===== src/rtl/axi4lite_cmd_master_if.sv =====
// Bundles the command/response handshake and the AXI4-Lite channels of the command master.
// The master modport is the RTL view; the slave modport is the command source plus bus slave.
interface axi4lite_cmd_master_if #(
  parameter int ADDR_W = 32
) ();
  logic              cmd_valid;
  logic              cmd_ready;
  logic              cmd_rnw;
  logic [1:0]        cmd_size;
  logic [ADDR_W-1:0] cmd_addr;
  logic [31:0]       cmd_wdata;

  logic              rsp_valid;
  logic              rsp_ready;
  logic              rsp_status;
  logic [1:0]        rsp_resp;
  logic [31:0]       rsp_rdata;

  logic [ADDR_W-1:0] awaddr;
  logic [2:0]        awprot;
  logic              awvalid;
  logic              awready;
  logic [31:0]       wdata;
  logic [3:0]        wstrb;
  logic              wvalid;
  logic              wready;
  logic [1:0]        bresp;
  logic              bvalid;
  logic              bready;
  logic [ADDR_W-1:0] araddr;
  logic [2:0]        arprot;
  logic              arvalid;
  logic              arready;
  logic [31:0]       rdata;
  logic [1:0]        rresp;
  logic              rvalid;
  logic              rready;

  modport master (
    input  cmd_valid, cmd_rnw, cmd_size, cmd_addr, cmd_wdata, rsp_ready,
    input  awready, wready, bresp, bvalid, arready, rdata, rresp, rvalid,
    output cmd_ready, rsp_valid, rsp_status, rsp_resp, rsp_rdata,
    output awaddr, awprot, awvalid, wdata, wstrb, wvalid, bready,
    output araddr, arprot, arvalid, rready
  );

  modport slave (
    output cmd_valid, cmd_rnw, cmd_size, cmd_addr, cmd_wdata, rsp_ready,
    output awready, wready, bresp, bvalid, arready, rdata, rresp, rvalid,
    input  cmd_ready, rsp_valid, rsp_status, rsp_resp, rsp_rdata,
    input  awaddr, awprot, awvalid, wdata, wstrb, wvalid, bready,
    input  araddr, arprot, arvalid, rready
  );
endinterface


===== src/rtl/axi4lite_cmd_master.sv =====
// Single-outstanding AXI4-Lite master: runs one sized read/write command per response,
// aborting with TIMEOUT status if the slave does not finish within TIMEOUT_CYCLES.
module axi4lite_cmd_master #(
  parameter int ADDR_W         = 32,
  parameter int TIMEOUT_CYCLES = 256
) (
  input logic                  clk,
  input logic                  rst,
  axi4lite_cmd_master_if.master bus
);
  typedef enum logic [1:0] {SZ_BYTE, SZ_HALF, SZ_SINGLE, SZ_DOUBLE} size_e;
  typedef enum logic [2:0] {IDLE, WR_AW_W, WR_B, RD_AR, RD_R, RSP} state_e;

  localparam int TMR_W = (TIMEOUT_CYCLES > 1) ? $clog2(TIMEOUT_CYCLES) : 1;
  localparam logic [TMR_W-1:0] TMR_LAST = TMR_W'(TIMEOUT_CYCLES - 1);

  state_e            state_q, state_d;
  logic [TMR_W-1:0]  timer_q, timer_d;
  size_e             size_q, size_d;
  logic [1:0]        alo_q, alo_d;
  logic              awvalid_q, awvalid_d, wvalid_q, wvalid_d, bready_q, bready_d;
  logic              arvalid_q, arvalid_d, rready_q, rready_d;
  logic              rsp_valid_q, rsp_valid_d, rsp_status_q, rsp_status_d;
  logic [1:0]        rsp_resp_q, rsp_resp_d;
  logic [31:0]       rsp_rdata_q, rsp_rdata_d, wdata_q, wdata_d;
  logic [3:0]        wstrb_q, wstrb_d;
  logic [ADDR_W-1:0] awaddr_q, awaddr_d, araddr_q, araddr_d;

  logic aw_hs, w_hs, b_hs, ar_hs, r_hs, expire, abort;

  function automatic logic [31:0] extract(size_e sz, logic [1:0] a, logic [31:0] d);
    logic [31:0] shifted;
    shifted = d >> {a, 3'b000};
    case (sz)
      SZ_BYTE: return {24'b0, shifted[7:0]};
      SZ_HALF: return a[1] ? {16'b0, d[31:16]} : {16'b0, d[15:0]};
      default: return d;
    endcase
  endfunction

  assign aw_hs  = awvalid_q & bus.awready;
  assign w_hs   = wvalid_q & bus.wready;
  assign b_hs   = bready_q & bus.bvalid;
  assign ar_hs  = arvalid_q & bus.arready;
  assign r_hs   = rready_q & bus.rvalid;
  assign expire = (TIMEOUT_CYCLES != 0) && (timer_q == TMR_LAST);

  always_comb begin
    // NOTE: every next-state value defaults to its register so no path can infer a latch.
    state_d      = state_q;
    timer_d      = timer_q + TMR_W'(1);
    size_d       = size_q;
    alo_d        = alo_q;
    awvalid_d    = awvalid_q;
    wvalid_d     = wvalid_q;
    bready_d     = bready_q;
    arvalid_d    = arvalid_q;
    rready_d     = rready_q;
    rsp_valid_d  = rsp_valid_q;
    rsp_status_d = rsp_status_q;
    rsp_resp_d   = rsp_resp_q;
    rsp_rdata_d  = rsp_rdata_q;
    wdata_d      = wdata_q;
    wstrb_d      = wstrb_q;
    awaddr_d     = awaddr_q;
    araddr_d     = araddr_q;
    abort        = 1'b0;

    case (state_q)
      IDLE: begin
        timer_d = '0;
        if (bus.cmd_valid) begin
          size_d = size_e'(bus.cmd_size);
          alo_d  = bus.cmd_addr[1:0];
          if (bus.cmd_rnw) begin
            araddr_d  = bus.cmd_addr;
            arvalid_d = 1'b1;
            state_d   = RD_AR;
          end else begin
            awaddr_d  = bus.cmd_addr;
            awvalid_d = 1'b1;
            wvalid_d  = 1'b1;
            state_d   = WR_AW_W;
            case (size_e'(bus.cmd_size))
              SZ_BYTE: begin
                wstrb_d = 4'b0001 << bus.cmd_addr[1:0];
                wdata_d = {4{bus.cmd_wdata[7:0]}};
              end
              SZ_HALF: begin
                wstrb_d = bus.cmd_addr[1] ? 4'b1100 : 4'b0011;
                wdata_d = {2{bus.cmd_wdata[15:0]}};
              end
              default: begin
                wstrb_d = 4'b1111;
                wdata_d = bus.cmd_wdata;
              end
            endcase
          end
        end
      end
      WR_AW_W: begin
        if (aw_hs) awvalid_d = 1'b0;
        if (w_hs)  wvalid_d  = 1'b0;
        if (expire) begin
          abort = 1'b1;
        end else if ((!awvalid_q || aw_hs) && (!wvalid_q || w_hs)) begin
          bready_d = 1'b1;
          state_d  = WR_B;
        end
      end
      WR_B: begin
        if (b_hs) begin
          bready_d     = 1'b0;
          rsp_valid_d  = 1'b1;
          rsp_status_d = 1'b0;
          rsp_resp_d   = bus.bresp;
          rsp_rdata_d  = '0;
          state_d      = RSP;
        end else if (expire) begin
          abort = 1'b1;
        end
      end
      RD_AR: begin
        if (ar_hs) begin
          arvalid_d = 1'b0;
          rready_d  = 1'b1;
          state_d   = RD_R;
        end else if (expire) begin
          abort = 1'b1;
        end
      end
      RD_R: begin
        if (r_hs) begin
          rready_d     = 1'b0;
          rsp_valid_d  = 1'b1;
          rsp_status_d = 1'b0;
          rsp_resp_d   = bus.rresp;
          rsp_rdata_d  = extract(size_q, alo_q, bus.rdata);
          state_d      = RSP;
        end else if (expire) begin
          abort = 1'b1;
        end
      end
      RSP: begin
        if (bus.rsp_ready) begin
          rsp_valid_d = 1'b0;
          state_d     = IDLE;
        end
      end
      default: state_d = IDLE;
    endcase

    // Valids are withdrawn on timeout so a hung slave cannot stall the command source.
    if (abort) begin
      awvalid_d    = 1'b0;
      wvalid_d     = 1'b0;
      bready_d     = 1'b0;
      arvalid_d    = 1'b0;
      rready_d     = 1'b0;
      rsp_valid_d  = 1'b1;
      rsp_status_d = 1'b1;
      rsp_resp_d   = 2'b00;
      rsp_rdata_d  = '0;
      state_d      = RSP;
    end
  end

  always_ff @(posedge clk) begin
    // NOTE: the datapath registers are reset too, since they drive bus outputs that must read 0.
    if (rst) begin
      state_q      <= IDLE;
      timer_q      <= '0;
      size_q       <= SZ_BYTE;
      alo_q        <= '0;
      awvalid_q    <= 1'b0;
      wvalid_q     <= 1'b0;
      bready_q     <= 1'b0;
      arvalid_q    <= 1'b0;
      rready_q     <= 1'b0;
      rsp_valid_q  <= 1'b0;
      rsp_status_q <= 1'b0;
      rsp_resp_q   <= '0;
      rsp_rdata_q  <= '0;
      wdata_q      <= '0;
      wstrb_q      <= '0;
      awaddr_q     <= '0;
      araddr_q     <= '0;
    end else begin
      // NOTE: non-blocking so every register samples the pre-edge values of the others.
      state_q      <= state_d;
      timer_q      <= timer_d;
      size_q       <= size_d;
      alo_q        <= alo_d;
      awvalid_q    <= awvalid_d;
      wvalid_q     <= wvalid_d;
      bready_q     <= bready_d;
      arvalid_q    <= arvalid_d;
      rready_q     <= rready_d;
      rsp_valid_q  <= rsp_valid_d;
      rsp_status_q <= rsp_status_d;
      rsp_resp_q   <= rsp_resp_d;
      rsp_rdata_q  <= rsp_rdata_d;
      wdata_q      <= wdata_d;
      wstrb_q      <= wstrb_d;
      awaddr_q     <= awaddr_d;
      araddr_q     <= araddr_d;
    end
  end

  assign bus.cmd_ready  = (state_q == IDLE);
  assign bus.rsp_valid  = rsp_valid_q;
  assign bus.rsp_status = rsp_status_q;
  assign bus.rsp_resp   = rsp_resp_q;
  assign bus.rsp_rdata  = rsp_rdata_q;
  assign bus.awaddr     = awaddr_q;
  assign bus.awprot     = 3'b000;
  assign bus.awvalid    = awvalid_q;
  assign bus.wdata      = wdata_q;
  assign bus.wstrb      = wstrb_q;
  assign bus.wvalid     = wvalid_q;
  assign bus.bready     = bready_q;
  assign bus.araddr     = araddr_q;
  assign bus.arprot     = 3'b000;
  assign bus.arvalid    = arvalid_q;
  assign bus.rready     = rready_q;
endmodule


===== src/flat_wrapper.sv =====
// flat-port wrapper written by rule: the top's interface ports become plain ports
module axi4lite_cmd_master_flat 
#(
  parameter int ADDR_W         = 32,
  parameter int TIMEOUT_CYCLES = 256
)
  (clk, rst, bus_cmd_valid, bus_cmd_rnw, bus_cmd_size, bus_cmd_addr, bus_cmd_wdata, bus_rsp_ready, bus_awready, bus_wready, bus_bresp, bus_bvalid, bus_arready, bus_rdata, bus_rresp, bus_rvalid, bus_cmd_ready, bus_rsp_valid, bus_rsp_status, bus_rsp_resp, bus_rsp_rdata, bus_awaddr, bus_awprot, bus_awvalid, bus_wdata, bus_wstrb, bus_wvalid, bus_bready, bus_araddr, bus_arprot, bus_arvalid, bus_rready);
  axi4lite_cmd_master_if #(.ADDR_W(ADDR_W)) bus_i ();
  input logic clk;
  input logic rst;
  input wire logic [$bits(bus_i.cmd_valid)-1:0] bus_cmd_valid;
  input wire logic [$bits(bus_i.cmd_rnw)-1:0] bus_cmd_rnw;
  input wire logic [$bits(bus_i.cmd_size)-1:0] bus_cmd_size;
  input wire logic [$bits(bus_i.cmd_addr)-1:0] bus_cmd_addr;
  input wire logic [$bits(bus_i.cmd_wdata)-1:0] bus_cmd_wdata;
  input wire logic [$bits(bus_i.rsp_ready)-1:0] bus_rsp_ready;
  input wire logic [$bits(bus_i.awready)-1:0] bus_awready;
  input wire logic [$bits(bus_i.wready)-1:0] bus_wready;
  input wire logic [$bits(bus_i.bresp)-1:0] bus_bresp;
  input wire logic [$bits(bus_i.bvalid)-1:0] bus_bvalid;
  input wire logic [$bits(bus_i.arready)-1:0] bus_arready;
  input wire logic [$bits(bus_i.rdata)-1:0] bus_rdata;
  input wire logic [$bits(bus_i.rresp)-1:0] bus_rresp;
  input wire logic [$bits(bus_i.rvalid)-1:0] bus_rvalid;
  output wire logic [$bits(bus_i.cmd_ready)-1:0] bus_cmd_ready;
  output wire logic [$bits(bus_i.rsp_valid)-1:0] bus_rsp_valid;
  output wire logic [$bits(bus_i.rsp_status)-1:0] bus_rsp_status;
  output wire logic [$bits(bus_i.rsp_resp)-1:0] bus_rsp_resp;
  output wire logic [$bits(bus_i.rsp_rdata)-1:0] bus_rsp_rdata;
  output wire logic [$bits(bus_i.awaddr)-1:0] bus_awaddr;
  output wire logic [$bits(bus_i.awprot)-1:0] bus_awprot;
  output wire logic [$bits(bus_i.awvalid)-1:0] bus_awvalid;
  output wire logic [$bits(bus_i.wdata)-1:0] bus_wdata;
  output wire logic [$bits(bus_i.wstrb)-1:0] bus_wstrb;
  output wire logic [$bits(bus_i.wvalid)-1:0] bus_wvalid;
  output wire logic [$bits(bus_i.bready)-1:0] bus_bready;
  output wire logic [$bits(bus_i.araddr)-1:0] bus_araddr;
  output wire logic [$bits(bus_i.arprot)-1:0] bus_arprot;
  output wire logic [$bits(bus_i.arvalid)-1:0] bus_arvalid;
  output wire logic [$bits(bus_i.rready)-1:0] bus_rready;
  assign bus_i.cmd_valid = bus_cmd_valid;
  assign bus_i.cmd_rnw = bus_cmd_rnw;
  assign bus_i.cmd_size = bus_cmd_size;
  assign bus_i.cmd_addr = bus_cmd_addr;
  assign bus_i.cmd_wdata = bus_cmd_wdata;
  assign bus_i.rsp_ready = bus_rsp_ready;
  assign bus_i.awready = bus_awready;
  assign bus_i.wready = bus_wready;
  assign bus_i.bresp = bus_bresp;
  assign bus_i.bvalid = bus_bvalid;
  assign bus_i.arready = bus_arready;
  assign bus_i.rdata = bus_rdata;
  assign bus_i.rresp = bus_rresp;
  assign bus_i.rvalid = bus_rvalid;
  assign bus_cmd_ready = bus_i.cmd_ready;
  assign bus_rsp_valid = bus_i.rsp_valid;
  assign bus_rsp_status = bus_i.rsp_status;
  assign bus_rsp_resp = bus_i.rsp_resp;
  assign bus_rsp_rdata = bus_i.rsp_rdata;
  assign bus_awaddr = bus_i.awaddr;
  assign bus_awprot = bus_i.awprot;
  assign bus_awvalid = bus_i.awvalid;
  assign bus_wdata = bus_i.wdata;
  assign bus_wstrb = bus_i.wstrb;
  assign bus_wvalid = bus_i.wvalid;
  assign bus_bready = bus_i.bready;
  assign bus_araddr = bus_i.araddr;
  assign bus_arprot = bus_i.arprot;
  assign bus_arvalid = bus_i.arvalid;
  assign bus_rready = bus_i.rready;
  axi4lite_cmd_master #(.ADDR_W(ADDR_W), .TIMEOUT_CYCLES(TIMEOUT_CYCLES)) u_core (.clk(clk), .rst(rst), .bus(bus_i));
endmodule

===== config.mk =====
export PLATFORM = sky130hd
export DESIGN_NAME = axi4lite_cmd_master_flat
export DESIGN_NICKNAME = d
export VERILOG_FILES = /design/src/rtl/axi4lite_cmd_master_if.sv /design/src/rtl/axi4lite_cmd_master.sv /design/src/flat_wrapper.sv
export SDC_FILE = /design/constraint.sdc
export NUM_CORES = 1
export LEC_CHECK = 0
export CORE_ASPECT_RATIO = 1.5
export CORE_UTILIZATION = 40
export DETAILED_ROUTE_END_ITERATION = 8
export HOLD_SLACK_MARGIN = 0.08
export PLACE_DENSITY = 0.81
export SKIP_LAST_GASP = 1
export SYNTH_ARGS = -nofsm -noshare
export SYNTH_HDL_FRONTEND = slang
export SYNTH_SLANG_ARGS = --single-unit
export TNS_END_PERCENT = 100

===== constraint.sdc =====
create_clock -name clk -period 4.2 [get_ports clk]
set_input_delay 0.84 -clock clk [delete_from_list [all_inputs] [get_ports clk]]
set_output_delay 0.84 -clock clk [all_outputs]
set_load 0.01 [all_outputs]

==> summary.md, run 1 <==
| Metric | Value |
|---|---|
| P&R area growth vs syn | `50.8%` |
| Largest net degree at the start of global routing | `90` |
| Worst Path Arrival | `about 3000 ps` |
| Critical path class | `flop to flop` |
| Starting density of the core | `between 40% and 50%` |
| Crit-path max FO | `34` |
| Clk root buf | `clkbuf_16` |
| First-pass GRT wire length | `between 30000 and 40000 um` |
| Grt ovf | `0` |
| Routed wire length | `19500 um` |
| Clock sink count | `156` |
| H-Tree Level Count | `4` |
| Synth Instances | `roughly 770` |
| # rows | `55` |
| CTS Buf Count | `17` |
| IO Port Bufs | `between 200 and 300` |
| Post-synth top flop | `dfxtp_1` |
| Switching power total | `between 1.5 and 2 mW` |
| GR Util All Layers | `24.2%` |
| Seq/Total Area, Yosys | `49.5%` |
| Warnings, synthesis | `0` |
| Final period util | `a little under two thirds` |
| Via count | `between 6000 and 7000` |
| Final non-filler cell total | `between 1000 and 1500` |
| Routed WL per cell | `~16 um` |
| Max Transition Viols Final | `0` |
| Vias in the first global route | `6163` |
| CTS max path bufs | `2` |
| Final min period | `2670 ps` |
| CTS tree | `done` |
| Combinational share of power | `between 20% and 30%` |
| Clk pin slew, worst setup/hold paths | `60 ps` |
| DIE AREA | `between 15000 and 20000 um2` |
| Final design utilization | `about 62%` |
| Status | `completed` |
| Post CTS Setup Buffer Count | `0` |
| RSZ-0062 raised after global routing | `false` |
| FILL cells | `1347` |
| Routability cong. | `between 0.8 and 0.9` |
| Fin. Hold Viols | `0` |
| FMAX | `between 300 and 400 MHz` |
| Setup Skew | `roughly 11 ps` |
| Placed Cells | `between 1000 and 1500` |
| Hold-fix buffers, CTS | `0` |
| Post-Syn Area | `approximately 6300 um2` |
| Commonest cells after routing, fill and taps aside | `clkdlybuf4s50_1 (252), nand2_1 (187), dfxtp_1 (156)` |
| Fin nets | `roughly 1100` |
| Sw frac | `a little under a third` |
| Ys async rst share | `0%` |
| Netlist cell types | `52` |
| Slew margin rel. | `about a third` |
| Post-cts sizing count | `0` |
| Die Width | `105 um` |
| Final setup violation count | `0` |
| Maxcap violations | `0` |
| DP Wirelength | `roughly 14000 um` |
| CP Cell Sequence | `nor3b_2, a22oi_2, a31oi_1, or2_1, buf_4, nor2_1` |
| Most common cell after layout, fill and taps aside | `clkdlybuf4s50_1` |
| First-pass DRT Iterations | `7` |
| Remaining DRCs | `0` |
| Iter 0 DRT Violations | `between 200 and 300` |
| EDFF count, synth | `0` |
| Int Power | `between 3 and 4 mW` |
| Core Area | `approximately 15000 um2` |
| Critical path's slowest cell | `dfxtp_1` |
| Syn avg cell area | `around 8.2 um2` |
| Worst IR Drop VDD | `between 200 and 300 uV` |
| Largest stage delay on the critical path | `roughly 560 ps` |
| Layout cells sized above 1 | `around 4.5%` |
| Clk_lat worst skew | `a little over 400 ps` |
| Clock share of power | `between 30% and 40%` |
| Power per cell area | `512 nW/um2` |
| Initial antenna violation count | `0` |
| Via density | `5.22` |
| Chip height | `about 160 um` |
| CP Launch Type | `flop` |
| N_diodes | `0` |
| Min-delay worst type | `flop to flop` |
| Leakage | `3.36 nW` |
| Worst-margin pin slew | `slightly below 1000 ps` |
| IO Pins | `260` |
| Post-route ant nets | `0` |
| Count of state elements after synthesis | `~160` |
| Flop pwr share | `between 30% and 40%` |
| Critical Path RT | `roughly 4500 ps` |
| Setup TNS Final | `0 ps` |
| Crit end category | `flop` |
==> final timing paths <==
kind                            depth (start not counted)  slack [ps]              start                       end
worst max-delay path                                    6        1530  u_core.state_q[2]  u_core.bus.rsp_rdata[11]
worst min-delay path                                    1         450  u_core.timer_q[0]         u_core.timer_q[0]
worst max register to register                          6        1530  u_core.state_q[2]  u_core.bus.rsp_rdata[11]
worst min register to register                          1         450  u_core.timer_q[0]         u_core.timer_q[0]
==> state kept, by name, indices dropped and copies added, names as in the netlist <==
name,flops
u_core.bus.wdata,32
u_core.size_q,2
u_core.bus.rsp_status,1
u_core.bus.rsp_resp,2
u_core.bus.awaddr,32
u_core.timer_q,8
u_core.bus.bready,1
u_core.alo_q,2
u_core.bus.rready,1
u_core.bus.arvalid,1
u_core.bus.araddr,32
u_core.bus.rsp_valid,1
u_core.bus.wstrb,4
u_core.state_q,3
u_core.bus.wvalid,1
u_core.bus.awvalid,1
u_core.bus.rsp_rdata,32
==> kinds of logic after synthesis <==
family          Yosys count  share of synthesized area (%)
other cells               1                         0.0595
mux                      18                           2.86
simple gates            299                           19.8
fa+ha+maj                 1                          0.198
buf+inv                  82                           5.75
compound gates          207                           20.9
flops                   156                           49.5
xor+xnor                  7                          0.972
==> routing by layer <==
| layer | wire length (um) | GRT usage (%) | up-vias | part of all wire (%) |
|---|---|---|---|---|
| met3 | 1260 | 6.39 | 53 | 6.4 |
| met4 | 882 | 12.5 | 0 | 4.5 |
| li1 | - | - | 3086 | - |
| met5 | 0 | 0 | - | 0 |
| met2 | 9880 | 42.4 | 249 | 51 |
| met1 | 7520 | 26.7 | 2881 | 38 |
==> through the flow <==
| step | power [mW] | cell area (um2) | hold WS [ps] | setup WS (ps) |
|---|---|---|---|---|
| global placement | 3.19 | 8870 | 427 | 1300 |
| finish | 4.87 | 9510 | 451 | 1530 |
| floorplan | 2.61 | 6330 | 413 | 2010 |
| global route | 5.13 | 9510 | 474 | 1340 |
| detailed placement | 3.22 | 8870 | 437 | 1250 |
| CTS | 4.92 | 9510 | 454 | 1530 |
==> synthesized netlist by cell type, types with 2 or more instances <==
cell type  instances  area [um2]
a31oi_1            9        56.3
dfxtp_1          156        3120
clkbuf_1          40         150
nand3_1           10        50.1
and3_1             6        37.5
a22oi_1           16         120
o211ai_1           8        60.1
a222oi_1           8        80.1
buf_2             14        70.1
nor2_1            65         244
a211oi_1          21         158
buf_4              8        60.1
o21ai_0           13        65.1
or2_1              3        18.8
a21oi_1          102         510
inv_1             16        60.1
nor3_1             3        15.0
nor2b_1            9        56.3
buf_1              2        7.51
nand2_1          187         702
xnor2_1            4        35.0
o221ai_1           8        70.1
xor2_1             3        26.3
nand2b_1           4        25.0
mux2i_1           18         180
a311oi_1          12         105
==> power groups by stage <==
stage	sequential, mW	clock, mW	combinational (mW)
after CTS	1.82	1.72	1.38
after detailed placement	1.85	0	1.37
final	1.82	1.69	1.37
after floorplan	1.87	0	0.737
after global placement	1.84	0	1.35
after global routing	1.85	1.78	1.51
==> worst max-delay path, delay by kind of cell, from the launching register on <==
| kind | cells | cell delay [ps] |
|---|---|---|
| DFF | 1 | 560 |
| AOI/OAI and AO/OA | 2 | 610 |
| buffers and inverters | 1 | 400 |
| and+or+nand+nor | 3 | 960 |
==> layout make-up <==
type,count,area (um2),area share (%)
Sequential cell,156,3120,32.8
Tap cell,199,249,2.62
Clock inverter,12,209,2.20
Multi-Input combinational cell,538,2850,29.9
Clock buffer,19,433,4.55
Timing Repair Buffer,261,2590,27.2
Inverter,17,63.8,0.671
No activity file was read; power rests on OpenSTA's default activity.
==> run 2, diff against run 1 <==
CORE_UTILIZATION = 39   (was 40)
PLACE_DENSITY = 0.83   (was 0.81)
clock period = 2.35 ns   (was 4.2 ns; I/O delays follow)
==> summary.md, run 2 (same netlist as run 1, synthesis figures left out) <==
| Metric | Value |
|---|---|
| Status | `completed` |
| Final period util | `96.1%` |
| DP Area | `between 9000 and 10000 um2` |
| Post-route setup slack | `91.0 ps` |
| Routed wire length | `approximately 20000 um` |
| Crit-path max FO | `11` |
| CTS Buf Count | `17` |
| Power per cell area | `roughly 890 nW/um2` |
| H-Tree Level Count | `4` |
| Remaining DRCs | `0` |
| Vias in the first global route | `between 6000 and 7000` |
| RSZ-0062 raised after global routing | `true` |
| DP Wirelength | `about 14000 um` |
| First-pass GRT wire length | `31200 um` |
| Crit end category | `flop` |
| Starting density of the core | `between 40% and 50%` |
| First-pass DRT Iterations | `5` |
| Fin nets | `approximately 1100` |
| N_diodes | `0` |
| Final design utilization | `61.6%` |
| Routability cong. | `roughly 0.91` |
| Leakage | `about 3.4 nW` |
| Max Transition Viols Final | `0` |
| Core Area | `about 16000 um2` |
| Layout cells sized above 1 | `roughly 6.5%` |
| Routed WL per cell | `16.2 um` |
| # rows | `56` |
| Fin. Hold Viols | `0` |
| Post-route cell area | `around 9700 um2` |
| Maxcap violations | `0` |
| Final min period | `around 2300 ps` |
| Via count | `between 6000 and 7000` |
| FMAX | `between 400 and 500 MHz` |
| Iter 0 DRT Violations | `a little under 300` |
| GR Util All Layers | `between 20% and 30%` |
| Largest net degree at the start of global routing | `61` |
| Critical Path RT | `2630 ps` |
| Pre-CTS setup slack | `-29.0 ps` |
| FF-to-FF setup slack | `a little over 90 ps` |
| Critical path class | `flop to flop` |
| Worst Path Arrival | `~2500 ps` |
| Min-delay worst type | `primary input to flop` |
| Most common cell after layout, fill and taps aside | `clkdlybuf4s50_1` |
| Via density | `between 5 and 6` |
| IO Pins | `260` |
| Clock sink count | `156` |
| Sequential Area | `around 3100 um2` |
| Clk pin slew, worst setup/hold paths | `60 ps` |
| DIE AREA | `16700 um2` |
| Post-route ant nets | `0` |
| Commonest cells after routing, fill and taps aside | `clkdlybuf4s50_1 (252), nand2_1 (187), dfxtp_1 (156)` |
| CP Launch Type | `flop` |
| IO Port Bufs | `approximately 250` |
| P&R area growth vs syn | `53.2%` |
| Grt ovf | `0` |
| Initial antenna violation count | `0` |
| Worst-margin pin slew | `732 ps` |
| CTS max path bufs | `2` |
| Die Width | `about 110 um` |
| Chip height | `between 150 and 200 um` |
| Clk_lat worst skew | `between 400 and 500 ps` |
| Clk root buf | `clkbuf_16` |
| Worst IR Drop VDD | `approximately 560 uV` |
| Final setup violation count | `0` |
| Setup Skew | `approximately 9.2 ps` |
| Slew margin rel. | `around half` |
| FILL cells | `~1400` |
| CTS tree | `done` |
| Combined area of the multi-input logic cells | `about 2900 um2` |
## run 2: final cells by class
class                   count  share of cell area, %
well taps                 203                   2.63
clock buffers              18                   4.44
clock inverters            12                   1.46
multi-input cells         538                   29.6
inverters                  17                  0.660
repair buffers            280                   28.9
flip-flops and latches    156                   32.3
## run 2: timing repair
item | 4_1_cts | 5_1_grt
hold buffers | 0 | 0
endpoints found under the setup margin | 1 | 9
gates resized for setup | 0 | 2
setup buffers | 1 | 0
pin swaps | 1 | 0
## run 2: worst paths after layout
path | startpoint | end | cells past startpoint
setup / recovery | u_core.state_q[2] | u_core.state_q[0] | 7
hold / removal | rst | u_core.size_q[0] | 2
setup reg to reg | u_core.state_q[2] | u_core.state_q[0] | 7
hold reg to reg | u_core.bus.rsp_rdata[2] | u_core.bus.rsp_rdata[2] | 2
## run 2: stage by stage
stage	instances	hold WS, ps	setup TNS [ps]	power [mW]
CTS	1224	279	0	8.70
finish	1224	294	0	8.65
global route	1224	290	-56.5	9.13
floorplan	776	413	0	4.66
global placement	1193	427	0	5.91
detailed placement	1193	443	-29.0	5.97
## run 2: routing by layer
layer / global-route usage [%] / part of all wire (%) / wire, um / vias up
li1: - / - / - / 3123
met1: 27.7 / 39 / 7810 / 2968
met2: 40.0 / 50 / 9890 / 243
met3: 4.82 / 6.0 / 1180 / 58
met4: 13.5 / 4.8 / 954 / 0
met5: 0 / 0 / 0 / -
## run 2: power by group
group / switching [mW] / internal (mW)
clock: 1.12 / 1.57
sequential: 0.254 / 2.98
combinational: 1.41 / 1.32
## run 2: worst max-delay path: stages (launching register included)
cell,delay (ps)
dfxtp_1,600
nor3b_2,390
buf_4,200
a22oi_2,120
a31oi_1,200
buf_4,160
nor4_1,50
a2111oi_1,400
